File: src/rtl/uart_pkg.sv
// Shared UART definitions: frame states, data width and bit-period helper.
package uart_pkg;

    typedef enum logic [1:0] {
        IDLE,
        START,
        DATA,
        STOP
    } tx_state_e;

    localparam int unsigned DATA_BITS = 8;

    // Clock cycles per line bit, integer-truncated.
    function automatic int unsigned bitPeriod(input int unsigned clockRate,
                                              input int unsigned baudRate);
        return clockRate / baudRate;
    endfunction

endpackage

File: src/rtl/uart8_tx_buffered_if.sv
// Byte-producer handshake into the buffered UART transmitter.
interface uart8_tx_buffered_if;
    import uart_pkg::*;

    logic [DATA_BITS-1:0] inByte;
    logic                 inValid;
    logic                 inReady;

    modport master (output inByte, output inValid, input inReady);
    modport slave  (input inByte, input inValid, output inReady);

endinterface

File: src/rtl/uart_tx_fifo.sv
// Synchronous byte FIFO; pointers carry one extra wrap bit to tell full from empty.
module uart_tx_fifo
    import uart_pkg::*;
#(
    parameter int unsigned FIFO_DEPTH = 4
) (
    input  logic                       clk,
    input  logic                       rstN,
    input  logic                       push,
    input  logic [DATA_BITS-1:0]       din,
    input  logic                       pop,
    output logic [DATA_BITS-1:0]       dout,
    output logic [$clog2(FIFO_DEPTH):0] count,
    output logic                       full,
    output logic                       empty
);
    localparam int unsigned AW = $clog2(FIFO_DEPTH);
    localparam logic [AW:0] DEPTH_V = FIFO_DEPTH[AW:0];

    logic [DATA_BITS-1:0] mem [FIFO_DEPTH];
    logic [AW:0]          wr_ptr;
    logic [AW:0]          rd_ptr;
    logic                 do_push;
    logic                 do_pop;

    assign count   = wr_ptr - rd_ptr;
    assign full    = (count == DEPTH_V);
    assign empty   = (wr_ptr == rd_ptr);
    assign do_push = push && !full;
    assign do_pop  = pop && !empty;
    assign dout    = mem[rd_ptr[AW-1:0]];

    // Pointer advance on accepted push / pop.
    always_ff @(posedge clk) begin
        if (!rstN) begin
            wr_ptr <= '0;
            rd_ptr <= '0;
        end else begin
            if (do_push) wr_ptr <= wr_ptr + 1'b1;
            if (do_pop)  rd_ptr <= rd_ptr + 1'b1;
        end
    end

    // Byte storage write.
    always_ff @(posedge clk) begin
        if (do_push) mem[wr_ptr[AW-1:0]] <= din;
    end

endmodule

File: src/rtl/uart8_tx_buffered.sv
// Buffered 8N1 UART transmitter: FIFO front end, bit timer and frame FSM.
module uart8_tx_buffered
    import uart_pkg::*;
#(
    parameter int unsigned CLOCK_RATE = 12000000,
    parameter int unsigned BAUD_RATE  = 9600,
    parameter int unsigned FIFO_DEPTH = 4
) (
    input  logic                        clk,
    input  logic                        rstN,
    input  logic                        txEn,
    uart8_tx_buffered_if.slave          bus,
    output logic                        tx,
    output logic                        txBusy,
    output logic                        txDone,
    output logic [$clog2(FIFO_DEPTH):0] fifoCount
);
    localparam int unsigned BIT = bitPeriod(CLOCK_RATE, BAUD_RATE);
    localparam int unsigned CW  = (BIT > 1) ? $clog2(BIT) : 1;
    localparam int unsigned IW  = $clog2(DATA_BITS);
    localparam logic [CW-1:0] BIT_LAST = CW'(BIT - 1);
    localparam logic [IW-1:0] IDX_LAST = IW'(DATA_BITS - 1);

    tx_state_e            state, state_next;
    logic [CW-1:0]        bit_cnt, cnt_next;
    logic [IW-1:0]        bit_idx, idx_next;
    logic [DATA_BITS-1:0] shift, shift_next;
    logic [DATA_BITS-1:0] fifo_head;
    logic                 tx_next;
    logic                 done_next;
    logic                 fifo_pop;
    logic                 fifo_full;
    logic                 fifo_empty;
    logic                 bit_last;
    logic                 can_start;

    uart_tx_fifo #(
        .FIFO_DEPTH(FIFO_DEPTH)
    ) u_fifo (
        .clk   (clk),
        .rstN  (rstN),
        .push  (bus.inValid),
        .din   (bus.inByte),
        .pop   (fifo_pop),
        .dout  (fifo_head),
        .count (fifoCount),
        .full  (fifo_full),
        .empty (fifo_empty)
    );

    assign bus.inReady = !fifo_full;
    assign txBusy      = (state != IDLE);
    assign bit_last    = (bit_cnt == BIT_LAST);
    assign can_start   = txEn && !fifo_empty;

    // Next-state, bit timing, shift and registered-line decode.
    always_comb begin
        state_next = state;
        cnt_next   = bit_cnt + 1'b1;
        idx_next   = bit_idx;
        shift_next = shift;
        fifo_pop   = 1'b0;
        case (state)
            IDLE: begin
                cnt_next = '0;
                if (can_start) begin
                    state_next = START;
                    fifo_pop   = 1'b1;
                    shift_next = fifo_head;
                end
            end
            START: begin
                if (bit_last) begin
                    state_next = DATA;
                    cnt_next   = '0;
                    idx_next   = '0;
                end
            end
            DATA: begin
                if (bit_last) begin
                    cnt_next   = '0;
                    shift_next = {1'b0, shift[DATA_BITS-1:1]};
                    if (bit_idx == IDX_LAST) state_next = STOP;
                    else                     idx_next   = bit_idx + 1'b1;
                end
            end
            STOP: begin
                if (bit_last) begin
                    cnt_next = '0;
                    if (can_start) begin
                        state_next = START;
                        fifo_pop   = 1'b1;
                        shift_next = fifo_head;
                    end else begin
                        state_next = IDLE;
                    end
                end
            end
            default: state_next = IDLE;
        endcase

        // Line level is decoded from the state being entered so tx can be a flop.
        case (state_next)
            START:   tx_next = 1'b0;
            DATA:    tx_next = shift_next[0];
            default: tx_next = 1'b1;
        endcase
        done_next = (state == STOP) && bit_last;
    end

    // State, timers, shift register and line outputs.
    always_ff @(posedge clk) begin
        if (!rstN) begin
            state   <= IDLE;
            bit_cnt <= '0;
            bit_idx <= '0;
            shift   <= '0;
            tx      <= 1'b1;
            txDone  <= 1'b0;
        end else begin
            state   <= state_next;
            bit_cnt <= cnt_next;
            bit_idx <= idx_next;
            shift   <= shift_next;
            tx      <= tx_next;
            txDone  <= done_next;
        end
    end

endmodule

File: src/flat_wrapper.sv
// flat-port wrapper written by rule: the top's interface ports become plain ports
module uart8_tx_buffered_flat import uart_pkg::*;
#(
    parameter int unsigned CLOCK_RATE = 12000000,
    parameter int unsigned BAUD_RATE  = 9600,
    parameter int unsigned FIFO_DEPTH = 4
)
  (clk, rstN, txEn, tx, txBusy, txDone, fifoCount, bus_inByte, bus_inValid, bus_inReady);
  uart8_tx_buffered_if bus_i ();
  input  logic clk;
  input  logic rstN;
  input  logic txEn;
  output logic tx;
  output logic txBusy;
  output logic txDone;
  output logic [$clog2(FIFO_DEPTH):0] fifoCount;
  input wire logic [$bits(bus_i.inByte)-1:0] bus_inByte;
  input wire logic [$bits(bus_i.inValid)-1:0] bus_inValid;
  output wire logic [$bits(bus_i.inReady)-1:0] bus_inReady;
  assign bus_i.inByte = bus_inByte;
  assign bus_i.inValid = bus_inValid;
  assign bus_inReady = bus_i.inReady;
  uart8_tx_buffered #(.CLOCK_RATE(CLOCK_RATE), .BAUD_RATE(BAUD_RATE), .FIFO_DEPTH(FIFO_DEPTH)) u_core (.clk(clk), .rstN(rstN), .txEn(txEn), .bus(bus_i), .tx(tx), .txBusy(txBusy), .txDone(txDone), .fifoCount(fifoCount));
endmodule
File: config.mk
export PLATFORM = sky130hd
export DESIGN_NAME = uart8_tx_buffered_flat
export DESIGN_NICKNAME = d
export VERILOG_FILES = /design/src/rtl/uart_pkg.sv /design/src/rtl/uart8_tx_buffered_if.sv /design/src/rtl/uart_tx_fifo.sv /design/src/rtl/uart8_tx_buffered.sv /design/src/flat_wrapper.sv
export SDC_FILE = /design/constraint.sdc
export NUM_CORES = 1
export LEC_CHECK = 0
export BUFFER_PORTS_ARGS = -buffer_cell sky130_fd_sc_hd__clkbuf_2
export CAP_MARGIN = 20
export CORE_ASPECT_RATIO = 1.1
export CORE_MARGIN = 5
export CORE_UTILIZATION = 50
export CTS_BUF_LIST = sky130_fd_sc_hd__clkbuf_8
export CTS_CLUSTER_DIAMETER = 60
export CTS_CLUSTER_SIZE = 25
export DETAILED_ROUTE_END_ITERATION = 7
export HOLD_SLACK_MARGIN = 0.1
export PLACE_DENSITY = 0.68
export RECOVER_POWER = 25
export SLEW_MARGIN = 20
export SYNTH_ARGS = -nofsm -noshare
export SYNTH_HDL_FRONTEND = slang
export SYNTH_SLANG_ARGS = --single-unit
File: constraint.sdc
create_clock -name clk -period 4.2 [get_ports clk]
set_input_delay 0.21 -clock clk [delete_from_list [all_inputs] [get_ports clk]]
set_output_delay 0.21 -clock clk [all_outputs]
set_load 0.1 [all_outputs]
; ---- After elaboration in Yosys (flattened, before gate mapping)
; Memory sizes are Yosys's and may differ from the RTL's. A register that Yosys moved wholly into a read port is not among the register bits.
; Index checks and enable logic that the tools add are counted.
[word_totals]
reg_bits = 32
latchBits = 0
mem_bits_rw = 32
rom_bits = 0
inputBits = 12
out_inout_bits = 7
wordCells = 66
n_memories = 1
[op_classes]
add_sub_neg = 5
n_mul = 0
div = 0
order_cmp = 0
n_eq_ne = 13
shifts = 0
n_mux = 25
bitwise = 0
n_reduce_logical = 13
[memory_table]
columns = memory, words, word_bits, rd, rd_ports_with_merged_regs, write_ports, line
row1 = u_core.u_fifo.mem, 4, 8, 1, 1, 1, uart_tx_fifo.sv:20  ; logic [DATA_BITS-1:0] mem [FIFO_DEPTH];
[ops]
columns = cell, count
row1 = $mux 8, 3
row2 = $pmux 8 s3, 1
row3 = $pmux 11 s2, 1
row4 = $mux 2, 7
row5 = $add 11x1->11 const B, 1
row6 = $eq 11x11->1 const B, 1
row7 = $mux 11, 1
row8 = $add 3x1->3 const B, 3
row9 = $mux 3, 3
row10 = $pmux 2 s4, 1
row11 = $eq 2x2->1 const B, 3
row12 = $eq 3x3->1 const B, 2
row13 = $ne 2x1->1 const B, 3
row14 = $pmux 3 s2, 1
row15 = $mux 1, 5
row16 = $eq 2x1->1 const B, 2
row17 = $logic_and 1x1->1, 4
row18 = $pmux 1 s2, 2
row19 = $reduce_and 4->1, 1
row20 = $reduce_bool 2->1, 2
row21 = $eq 3x3->1, 1
row22 = $reduce_and 3->1, 1
row23 = $reduce_bool 3->1, 1
row24 = $reduce_or 3->1, 1
row25 = 4 further kinds, 5

; ---- Longest topological paths before layout
; Gate-level depths: netlist of the first run.
[depth]
word_depth = 9
depth_mapped = 10
depth_no_buf = 8

; ---- Cells and area by module
; From an unflattened synthesis of the first run, not the netlist that was laid out.
[unflattened]
cells_unflattened = 251
area_unflattened_um2 = 3015.4
[by_module_without_submodules]
columns = module, n_inst, cells_per_inst, area_each_um2, seq_area_each_um2
row1 = uart_tx_fifo, 1, 93, 1651.6, 1121.1
row2 = uart8_tx_buffered, 1, 158, 1363.8, 520.5

; ---- Worst setup path after synthesis of the first run
; OpenSTA, ideal clock, no wires.
[synth_timing]
path_type = register to output
start = reg u_core.u_fifo.wr_ptr[0]
end = out bus_inReady
t_arrival_ns = 3.944
t_required_ns = 3.990
slack_ns = 0.046
stages_incl_launch_ff = 6
path_buffers = 0
cell_sequence = dfxtp_1 -> inv_1 -> ha_1 -> fa_1 -> xnor2_1 -> nand3_1
[synth_via]
elab_chain_len = 3
[synth_rtl]
columns = element, line
row1 = from (decl), uart_tx_fifo.sv:21  ; logic [AW:0] wr_ptr;
row2 = from (signal assigned), uart_tx_fifo.sv:39  ; if (do_push) wr_ptr <= wr_ptr + 1'b1;
row3 = $sub 3x3->3, uart_tx_fifo.sv:26  ; assign count = wr_ptr - rd_ptr;
row4 = via fifoCount[2], flat_wrapper.sv:16  ; output logic [$clog2(FIFO_DEPTH):0] fifoCount;
row5 = $eq 3x3->1, uart_tx_fifo.sv:27  ; assign full = (count == DEPTH_V);
row6 = $logic_not 1->1, uart8_tx_buffered.sv:51  ; assign bus.inReady = !fifo_full;
row7 = to (decl), flat_wrapper.sv:19  ; output wire logic [$bits(bus_i.inReady)-1:0] bus_inReady;
; The timed path passes the listed nets, and every way through them passes these cells.

; ---- Worst setup path after layout of the first run
[layout_timing]
start = reg u_core.u_fifo.wr_ptr[0]
end = mem u_core.u_fifo.mem[1][4] (enable)
[layout_via]
elab_chain_len = 6
[layout_rtl]
columns = element, line
row1 = $sub 3x3->3, uart_tx_fifo.sv:26
row2 = $eq 3x3->1, uart_tx_fifo.sv:27
row3 = $logic_not 1->1, uart_tx_fifo.sv:29  ; assign do_push = push && !full;
row4 = $logic_and 1x1->1, uart_tx_fifo.sv:29
row5 = $mux 1, uart_tx_fifo.sv:46  ; if (do_push) mem[wr_ptr[AW-1:0]] <= din;
row6 = $mux 1 (implied by the code), uart_tx_fifo.sv:46
row7 = to (decl), uart_tx_fifo.sv:20
; Several ways; a longest one is shown, not always the timed one.

==> summary.txt, run 1 <==
Post-CTS sizing = 0
Syn Nets = 285
Syn Area/Cell = 12.0 µm²
Hpwl dp = 3690 µm
Status = finished, final reports clean
Netlist Area Pre-Place = 3060 µm²
Tmin final = 2.60 ns
Placed insts = 342
Relative slew margins = 0.569
Worst reg2reg path depth = 6
Fill cell count = 531
VDD IR max = 0.000278 V
Final setup vio count = 0
WHS Path Cells = 2
CTS buffer count = 9
Rows = 30
Via count = 1917
Critical path fanouts, max = 8
# Post-CTS Setup Buffers = 0
Footprint of the multi-input gates = 1290 µm²
Arrival @ worst endpoint = 2.59 ns
Final Max Slew Viols = 0
Seq/Total Area, Yosys = 0.536
Die Span Y = 92.1 µm
WS Path Type = reg2reg
Hold WC Path Type = in2reg
Min-delay src = rstN
Vias in the first global route = 1841
# IOs = 19
Initial detailed-routing violation count = 119
Worst-Skew Late Latency = 0.33 ns
Clock-pin slew on the worst setup and hold paths = 0.07 ns
Final Cycle Share = 0.619
WHS = 0.142 ns
Root buf cell = clkbuf_8
Gpl congestion = 0.749
Cell family with most CP delay = adder cells
Commonest cells post-synth = 36 x nor2_1, 34 x dfxtp_1, 32 x edfxtp_1
Post-route cell area = 3410 µm²
Area occupied by registers = 1640 µm²
Area contributors post-synth = edfxtp_1 31%, dfxtp_1 22%, ha_1 6.9%, mux4_2 5.9%, nor2_1 4.4%
Initial core utilization = 0.503
DR vias/cell = 5.30
Distinct cells, synth = 42
Residual DRC count = 0
Worst slew pin tran = 0.646 ns
Slowest-stage cell, CP = a31oi_1
Slowest Stage Delay on Critical Path = 0.51 ns
Fin cells = 362
Critical path cell sequence = inv_1, ha_1, fa_1, xnor2_1, a31oi_1, and2_1
Inserted Diodes = 0
H-tree depth = 3
WP buf/inv = 1
IO Port Bufs = 18
Area post-placement = 3170 µm²
Number of routed nets with antenna violations = 0
Reg-to-reg slack, setup = 1.60 ns
Full die area = 7790 µm²
Synth top area share = 0.314
Final Hold Fails = 0
Max-Cap Viols = 0
Most common flop cell mapped by yosys = dfxtp_1
CTS max path bufs = 2
Wire length per cell = 14.7 µm
Yosys warning count = 0
Crit. End Element = register
Leakage = 0.00124 µW
Layout Skew = 0.00622 ns
Chip Width = 84.6 µm
Max Freq = 384 MHz
Largest net degree at the start of global routing = 21
Post-route setup TNS = 0 ns
Crit path launch type = register
First-pass GRT wire length = 8910 µm
Grt total ovfl = 0
Reg-to-reg critical path endpoint = u_core.u_fifo.mem[1][4]$_DFFE_PP_
Final #Nets = 307
Gr usage total = 0.147
Async set-reset flop share out of synthesis = 0
Core Box Area = 6080 µm²
Clock sink count = 66
P&R area growth vs syn = 11.3%
PD cells = 607 nW/µm²
Mapped Cells = 255
R2r startpoint = u_core.u_fifo.wr_ptr[0]$_SDFFE_PN0P_
Layout Utilization = 0.560
Post-synth EDFFs = 32
TritonCTS clock tree = built
DR pass1 iterations = 5
Drt total wl = 5310 µm
Top-count cell post-synth = nor2_1
RSZ-0062 raised after global routing = false
Worst EP required = 4.19 ns
Proportion of layout cells with a drive suffix above 1 = 0.156
Synthesis-stage register bit count = 66
Min-Delay Endpoint = u_core.state[0]$_SDFF_PN0_
Yosys top cell by area = edfxtp_1
Initial antenna violation count = 0
==> registers in the layout, summed over array words and instances (netlist names), named ones only <==
register / count
u_core.bit_cnt: 11
u_core.bit_idx: 3
u_core.shift: 8
u_core.state: 2
u_core.tx: 1
u_core.txDone: 1
u_core.u_fifo.mem: 32
u_core.u_fifo.rd_ptr: 3
u_core.u_fifo.wr_ptr: 3
==> through the flow <==
step	power, µW	setup slack, ns
after global routing	2190	1.37
final	2070	1.60
after global placement	1510	1.75
after floorplan	1410	0.0463
after detailed placement	1520	1.63
after CTS	2080	1.60
==> placed cells by master, fill, tap and decap left out, types with 3 or more instances in the layout <==
cell type / netlist / routed
clkbuf_1: 4 / 7
clkinv_1: 0 / 3
nor2_1: 36 / 36
nor3_1: 4 / 4
mux4_2: 8 / 8
a21oi_1: 6 / 6
nand4_1: 4 / 4
a31oi_1: 6 / 6
clkbuf_8: 2 / 9
dfxtp_1: 34 / 34
nand3_1: 11 / 11
inv_1: 13 / 13
dlygate4sd3_1: 0 / 4
mux2i_1: 8 / 8
ha_1: 17 / 17
nand2_1: 9 / 9
and2_1: 6 / 6
xor2_1: 6 / 6
o21ai_0: 7 / 7
edfxtp_1: 32 / 32
clkbuf_2: 0 / 11
a22oi_1: 6 / 6
xnor2_1: 9 / 9
==> power by group <==
part,internal (µW),switching (µW),total (µW)
combinational,223,455,678
clock,327,235,562
sequential,765,65.0,830
==> how the worst max path moves through the flow <==
stage / startpoint / end / slack (ns) / cells after the start
final: u_core.u_fifo.wr_ptr[0]$_SDFFE_PN0P_ / u_core.u_fifo.mem[1][4]$_DFFE_PP_ / 1.60 / 6
after global routing: u_core.u_fifo.wr_ptr[0]$_SDFFE_PN0P_ / u_core.u_fifo.wr_ptr[2]$_SDFFE_PN0P_ / 1.37 / 8
after CTS: u_core.u_fifo.wr_ptr[0]$_SDFFE_PN0P_ / u_core.u_fifo.mem[1][4]$_DFFE_PP_ / 1.60 / 6
after detailed placement: u_core.u_fifo.wr_ptr[0]$_SDFFE_PN0P_ / u_core.u_fifo.mem[1][0]$_DFFE_PP_ / 1.63 / 6
after global placement: u_core.u_fifo.wr_ptr[0]$_SDFFE_PN0P_ / u_core.u_fifo.wr_ptr[2]$_SDFFE_PN0P_ / 1.75 / 8
after floorplan: u_core.u_fifo.wr_ptr[0]$_SDFFE_PN0P_ / bus_inReady / 0.05 / 5
==> cells by family after synthesis <==
group	share of synthesized area
fa+ha+maj	0.0760
simple gates	0.136
buf+inv	0.0429
compound gates	0.0813
xor+xnor	0.0429
mux	0.0850
flops	0.536
==> layer usage <==
| metal | GRT usage | part of all wire | vias up |
|---|---|---|---|
| li1 | - | - | 956 |
| met1 | 0.198 | 0.48 | 925 |
| met2 | 0.225 | 0.47 | 27 |
| met3 | 0.0377 | 0.028 | 9 |
| met4 | 0.0633 | 0.015 | 0 |
| met5 | 0 | 0 | - |
==> final cells by class <==
class                   instances  area share
multi-input cells             165       0.378
repair buffers                 22      0.0356
clock inverters                 7      0.0246
inverters                      13      0.0143
well taps                      80      0.0294
clock buffers                   9      0.0363
flip-flops and latches         66       0.482
==> repair_timing <==
| action | 4_1_cts | 5_1_grt |
|---|---|---|
| endpoints found under the setup margin | 0 | 0 |
| hold buffers | 3 | 1 |
| hold endpoints to repair | 12 | 4 |
Note: power is estimated with default switching activity, not from simulation.
==> inputs of run 2 (changes only) <==
Settings changed: PLACE_DENSITY 0.68 to 0.7.
Clock period 4.2 ns to 2.2 ns, I/O delays scaled along.
==> run 2 against run 1 <==
Net effect:
- worst hold slack better by 0.099 ns
- combinational power up 120%
- via count up 4.4%
- flip-flop and latch count unchanged
- die area unchanged
- highest routed layer unchanged
- routed wire length rose by 3.9%
- setup slack worse by 1.5 ns
- power up 100%
==> summary.txt, run 2 (synthesis results as in run 1) <==
RSZ-0062 raised after global routing = false
Hold WC Path Type = in2reg
Wire length per cell = 14.6 µm
Chip Width = 84.6 µm
CTS max path bufs = 2
Initial core utilization = 0.503
PD cells = 1150 nW/µm²
P&R area growth vs syn = 18.0%
Grt total ovfl = 0
WS Path Type = reg2out
Proportion of layout cells with a drive suffix above 1 = 0.225
Critical path fanouts, max = 4
Worst EP required = 2.09 ns
DR vias/cell = 5.29
Rows = 30
Fill cell count = 495
Relative slew margins = 0.640
Gpl congestion = 0.762
Status = finished, final reports clean
Final setup vio count = 0
Max-Cap Viols = 0
Root buf cell = clkbuf_8
Vias in the first global route = 1994
First-pass GRT wire length = 9300 µm
TritonCTS clock tree = built
Most frequent cells in the layout = 36 x nor2_1, 33 x dfxtp_1, 32 x edfxtp_1
Hpwl dp = 3800 µm
Crit. End Element = output pin
WHS = 0.240 ns
Inserted Diodes = 0
Initial antenna violation count = 0
Final Max Slew Viols = 0
Die Span Y = 92.1 µm
Initial detailed-routing violation count = 111
Arrival @ worst endpoint = 1.99 ns
Worst slew pin tran = 0.542 ns
Max reg flops = 32
Via count = 2001
Full die area = 7790 µm²
Gr usage total = 0.151
Commonest non-fill, non-tap cell in the layout = nor2_1
Drt total wl = 5510 µm
Number of routed nets with antenna violations = 0
Final #Nets = 323
DR pass1 iterations = 4
Largest net degree at the start of global routing = 20
H-tree depth = 3
Residual DRC count = 0
Final Hold Fails = 0
Final Cycle Share = 0.957
Clock sink count = 66
Leakage = 0.00134 µW
IO Port Bufs = 18
Worst-Skew Late Latency = 0.33 ns
Core Box Area = 6080 µm²
Clock-pin slew on the worst setup and hold paths = 0.07 ns
VDD IR max = 0.000948 V
Layout Utilization = 0.594
# IOs = 19
Crit path launch type = register
Max Freq = 475 MHz
CTS buffer count = 9
Layout Skew = 0.00759 ns
Tmin final = 2.10 ns
## run 2: critical path, cell delays in order (launching register included)
cell and delay, ns:
dfxtp_2 0.37, inv_2 0.07, ha_4 0.16, fa_2 0.39, xnor2_4 0.21, buf_2 0.46
## run 2: final cells by class
cell class | count | area [µm²] | area share
Sequential cell | 66 | 1640 | 0.455
Multi-Input combinational cell | 165 | 1350 | 0.374
Timing Repair Buffer | 38 | 253 | 0.0699
Clock buffer | 9 | 124 | 0.0343
Tap cell | 80 | 100 | 0.0277
Clock inverter | 7 | 92.6 | 0.0256
Inverter | 13 | 48.8 | 0.0135
## run 2: timing repair
item / 4_1_cts / 5_1_grt
gates resized for setup: 0 / 2
endpoints found under the hold margin: 36 / 0
setup endpoints to repair: 0 / 2
setup buffers: 0 / 0
hold buffers: 9 / 0
## run 2: final timing paths
kind / depth (start not counted) / slack, ns / start / to
setup / recovery: 5 / 0.1 / u_core.u_fifo.wr_ptr[0]$_SDFFE_PN0P_ / fifoCount[2]
hold reg to reg: 2 / 0.46 / u_core.bit_idx[1]$_SDFFE_PN0P_ / u_core.bit_idx[1]$_SDFFE_PN0P_
hold / removal: 5 / 0.24 / bus_inValid / u_core.u_fifo.wr_ptr[1]$_SDFFE_PN0P_
setup reg to reg: 7 / 0.16 / u_core.bit_cnt[0]$_SDFF_PP0_ / u_core.tx$_SDFF_PN1_
## run 2: report_power, final
part / leakage (µW) / total (µW) / internal [µW] / switching [µW]
registers: 0.000569 / 1570 / 1460 / 107
logic: 0.000663 / 1480 / 529 / 949
clock network: 0.000103 / 1100 / 636 / 465
total: 0.00134 / 4150 / 2630 / 1520
## run 2: through the flow
stage	setup slack (ns)	power [µW]	cells	instance area (µm²)	TNS [ns]
2_1_floorplan	-0.188	2790	255	3130	-4.03
3_3_place_gp	0.182	3040	353	3320	0
3_5_place_dp	0.201	3060	353	3320	0
4_1_cts	0.0326	4170	378	3620	0
5_1_grt	0.0153	4350	378	3610	0
6_report	0.0952	4150	378	3610	0
## run 2: routing by layer
metal  vias up  wire length (µm)  track usage
met1       965              2530        0.189
met4         0                90       0.0765
li1        996                 -            -
met3         8               159       0.0323
met5         -                 0            0
met2        32              2740        0.246
==> inputs of run 3 (changes only) <==
Settings changed: CORE_UTILIZATION 50 to 40, CTS_BUF_LIST sky130_fd_sc_hd__clkbuf_8 to not set, PLACE_DENSITY 0.7 to 0.59, RECOVER_POWER 25 to not set.
==> run 3 against run 2 <==
Net effect:
- register-to-register slack improved by 0.02 ns
- flip-flop and latch count stayed put
- power decreased by 2.0%
- global-route usage fell by 2.2 points
- clock skew rose by 0.0023 ns
- cell count grew 6.9%
- highest routed layer unchanged
==> summary.txt, run 3 (synthesis results as in run 1) <==
Gr usage total = 0.129
Arrival @ worst endpoint = 2.00 ns
Largest net degree at the start of global routing = 21
First-pass GRT wire length = 9340 µm
Tmin final = 2.11 ns
Slowest-stage cell, CP = buf_2
Most frequent cells in the layout = 36 x nor2_1, 33 x dfxtp_1, 32 x edfxtp_1
Rows = 33
Root buf cell = clkbuf_8
PD cells = 1110 nW/µm²
Crit. End Element = output pin
Die Span Y = 102 µm
Layout Skew = 0.00992 ns
Min-delay src = bus_inValid
Relative slew margins = 0.640
Hold WC Path Type = in2reg
Reg-to-reg critical path endpoint = u_core.tx$_SDFF_PN1_
Min-Delay Endpoint = u_core.u_fifo.wr_ptr[0]$_SDFFE_PN0P_
IO Port Bufs = 18
CTS buffer count = 9
DR pass1 iterations = 4
Proportion of layout cells with a drive suffix above 1 = 0.254
Chip Width = 93.4 µm
Status = finished, final reports clean
Full die area = 9510 µm²
Initial antenna violation count = 0
Via count = 1962
Final #Nets = 324
Final Hold Fails = 0
Crit. path cell count = 5
WP buf/inv = 2
DR vias/cell = 4.86
H-tree depth = 3
Final WS setup = 0.0886 ns
CTS max path bufs = 2
Slowest Stage Delay on Critical Path = 0.46 ns
Cell family with most CP delay = adder cells
Residual DRC count = 0
# Post-CTS Setup Buffers = 0
Drt total wl = 5490 µm
Final Cycle Share = 0.960
# IOs = 19
Clock-pin slew on the worst setup and hold paths = 0.07 ns
R2r startpoint = u_core.bit_cnt[1]$_SDFF_PP0_
WHS = 0.191 ns
Post-place setup slack = 0.187 ns
Gpl congestion = 0.787
Leakage = 0.00135 µW
Worst reg2reg path depth = 8
Clock group share of total power = 0.239
Vias in the first global route = 1970
WHS Path Cells = 5
Met3 WL = 205 µm
Worst-Skew Late Latency = 0.34 ns
Max Freq = 474 MHz
Sequential power share = 0.385
Critical path fanouts, max = 4
Crit path launch type = register
Comb pwr share = 0.376
Commonest non-fill, non-tap cell in the layout = nor2_1
Grt total ovfl = 0
Max reg flops = 32
Max-Cap Viols = 0
Final Total Pwr = 4060 µW
Cell Int Power = 2540 µW
Final setup vio count = 0
RSZ-0062 raised after global routing = false
Met1 WL = 2590 µm
Initial detailed-routing violation count = 99
Metal2 WL = 2590 µm
Layout Utilization = 0.488
Hpwl dp = 3850 µm
Clock sink count = 66
TritonCTS clock tree = built
Inserted Diodes = 0
Wire length per cell = 13.6 µm
VDD IR max = 0.000651 V
Initial core utilization = 0.410
Post-route setup TNS = 0 ns
Switching share of power = 0.375
Worst EP required = 2.09 ns
Sw Pwr = 1520 µW
Reg-to-reg slack, setup = 0.18 ns
P&R area growth vs syn = 19.1%
Max Used Layer = met4
Critical path cell sequence = inv_2, ha_4, fa_2, xnor2_4, buf_2
Final Max Slew Viols = 0
Worst slew pin tran = 0.543 ns
WS Path Type = reg2out
Core Box Area = 7470 µm²
Number of routed nets with antenna violations = 0
run 3: cell count changes in the layout (fill, tap and decap cells not counted), sizes merged:
cell,delta
clkbuf,+2
buf,+1
bufinv,-1
inv,-1
run 3: worst max-delay path by stage:
stage | start | end
6_report | u_core.u_fifo.wr_ptr[0]$_SDFFE_PN0P_ | fifoCount[2]
5_1_grt | u_core.bit_cnt[1]$_SDFF_PP0_ | u_core.tx$_SDFF_PN1_
4_1_cts | u_core.u_fifo.wr_ptr[0]$_SDFFE_PN0P_ | fifoCount[2]
3_5_place_dp | u_core.bit_cnt[0]$_SDFF_PP0_ | u_core.tx$_SDFF_PN1_
3_3_place_gp | u_core.u_fifo.rd_ptr[1]$_SDFFE_PN0P_ | u_core.tx$_SDFF_PN1_
2_1_floorplan | u_core.u_fifo.wr_ptr[0]$_SDFFE_PN0P_ | u_core.u_fifo.wr_ptr[2]$_SDFFE_PN0P_
run 3: cell type report:
cell class | instances | area (µm²)
clock buffer | 11 | 131
clock inverter | 5 | 55.1
fill | 668 | 3830
inverter | 13 | 48.8
multi-input combinational | 165 | 1370
sequential | 66 | 1640
tap | 105 | 131
timing repair buffer | 39 | 270
run 3: metal layers:
layer,vias to the layer above,global-route usage
met2,28,0.206
met5,-,0
li1,995,-
met4,0,0.0598
met1,928,0.158
met3,11,0.0423
run 3: stage by stage:
step           cell area [µm²]  instances
4_1_cts                   3630        404
5_1_grt                   3650        404
3_3_place_gp              3360        379
2_1_floorplan             3130        255
3_5_place_dp              3360        379
6_report                  3650        404
run 3: worst register-to-register path, stage by stage, from the launching register on:
cell      delay (ns)
dfxtp_1         0.37
inv_1           0.06
ha_1            0.17
and4bb_2        0.27
and3_2          0.33
a31oi_1         0.24
a41oi_2         0.14
nor4_2          0.26
a31oi_1         0.06
run 3: power by group through the flow:
stage          registers, µW  logic (µW)  clock network, µW
5_1_grt                 1580        1650               1060
2_1_floorplan           1620        1170                  0
3_5_place_dp            1590        1500                  0
6_report                1560        1530                970
3_3_place_gp            1590        1500                  0
4_1_cts                 1560        1520               1000
run 3: repair_timing:
item                                    4_1_cts  5_1_grt
endpoints found under the hold margin        36        0
hold buffers                                  9        0
endpoints found under the setup margin        0        3
resized for setup                             0        4
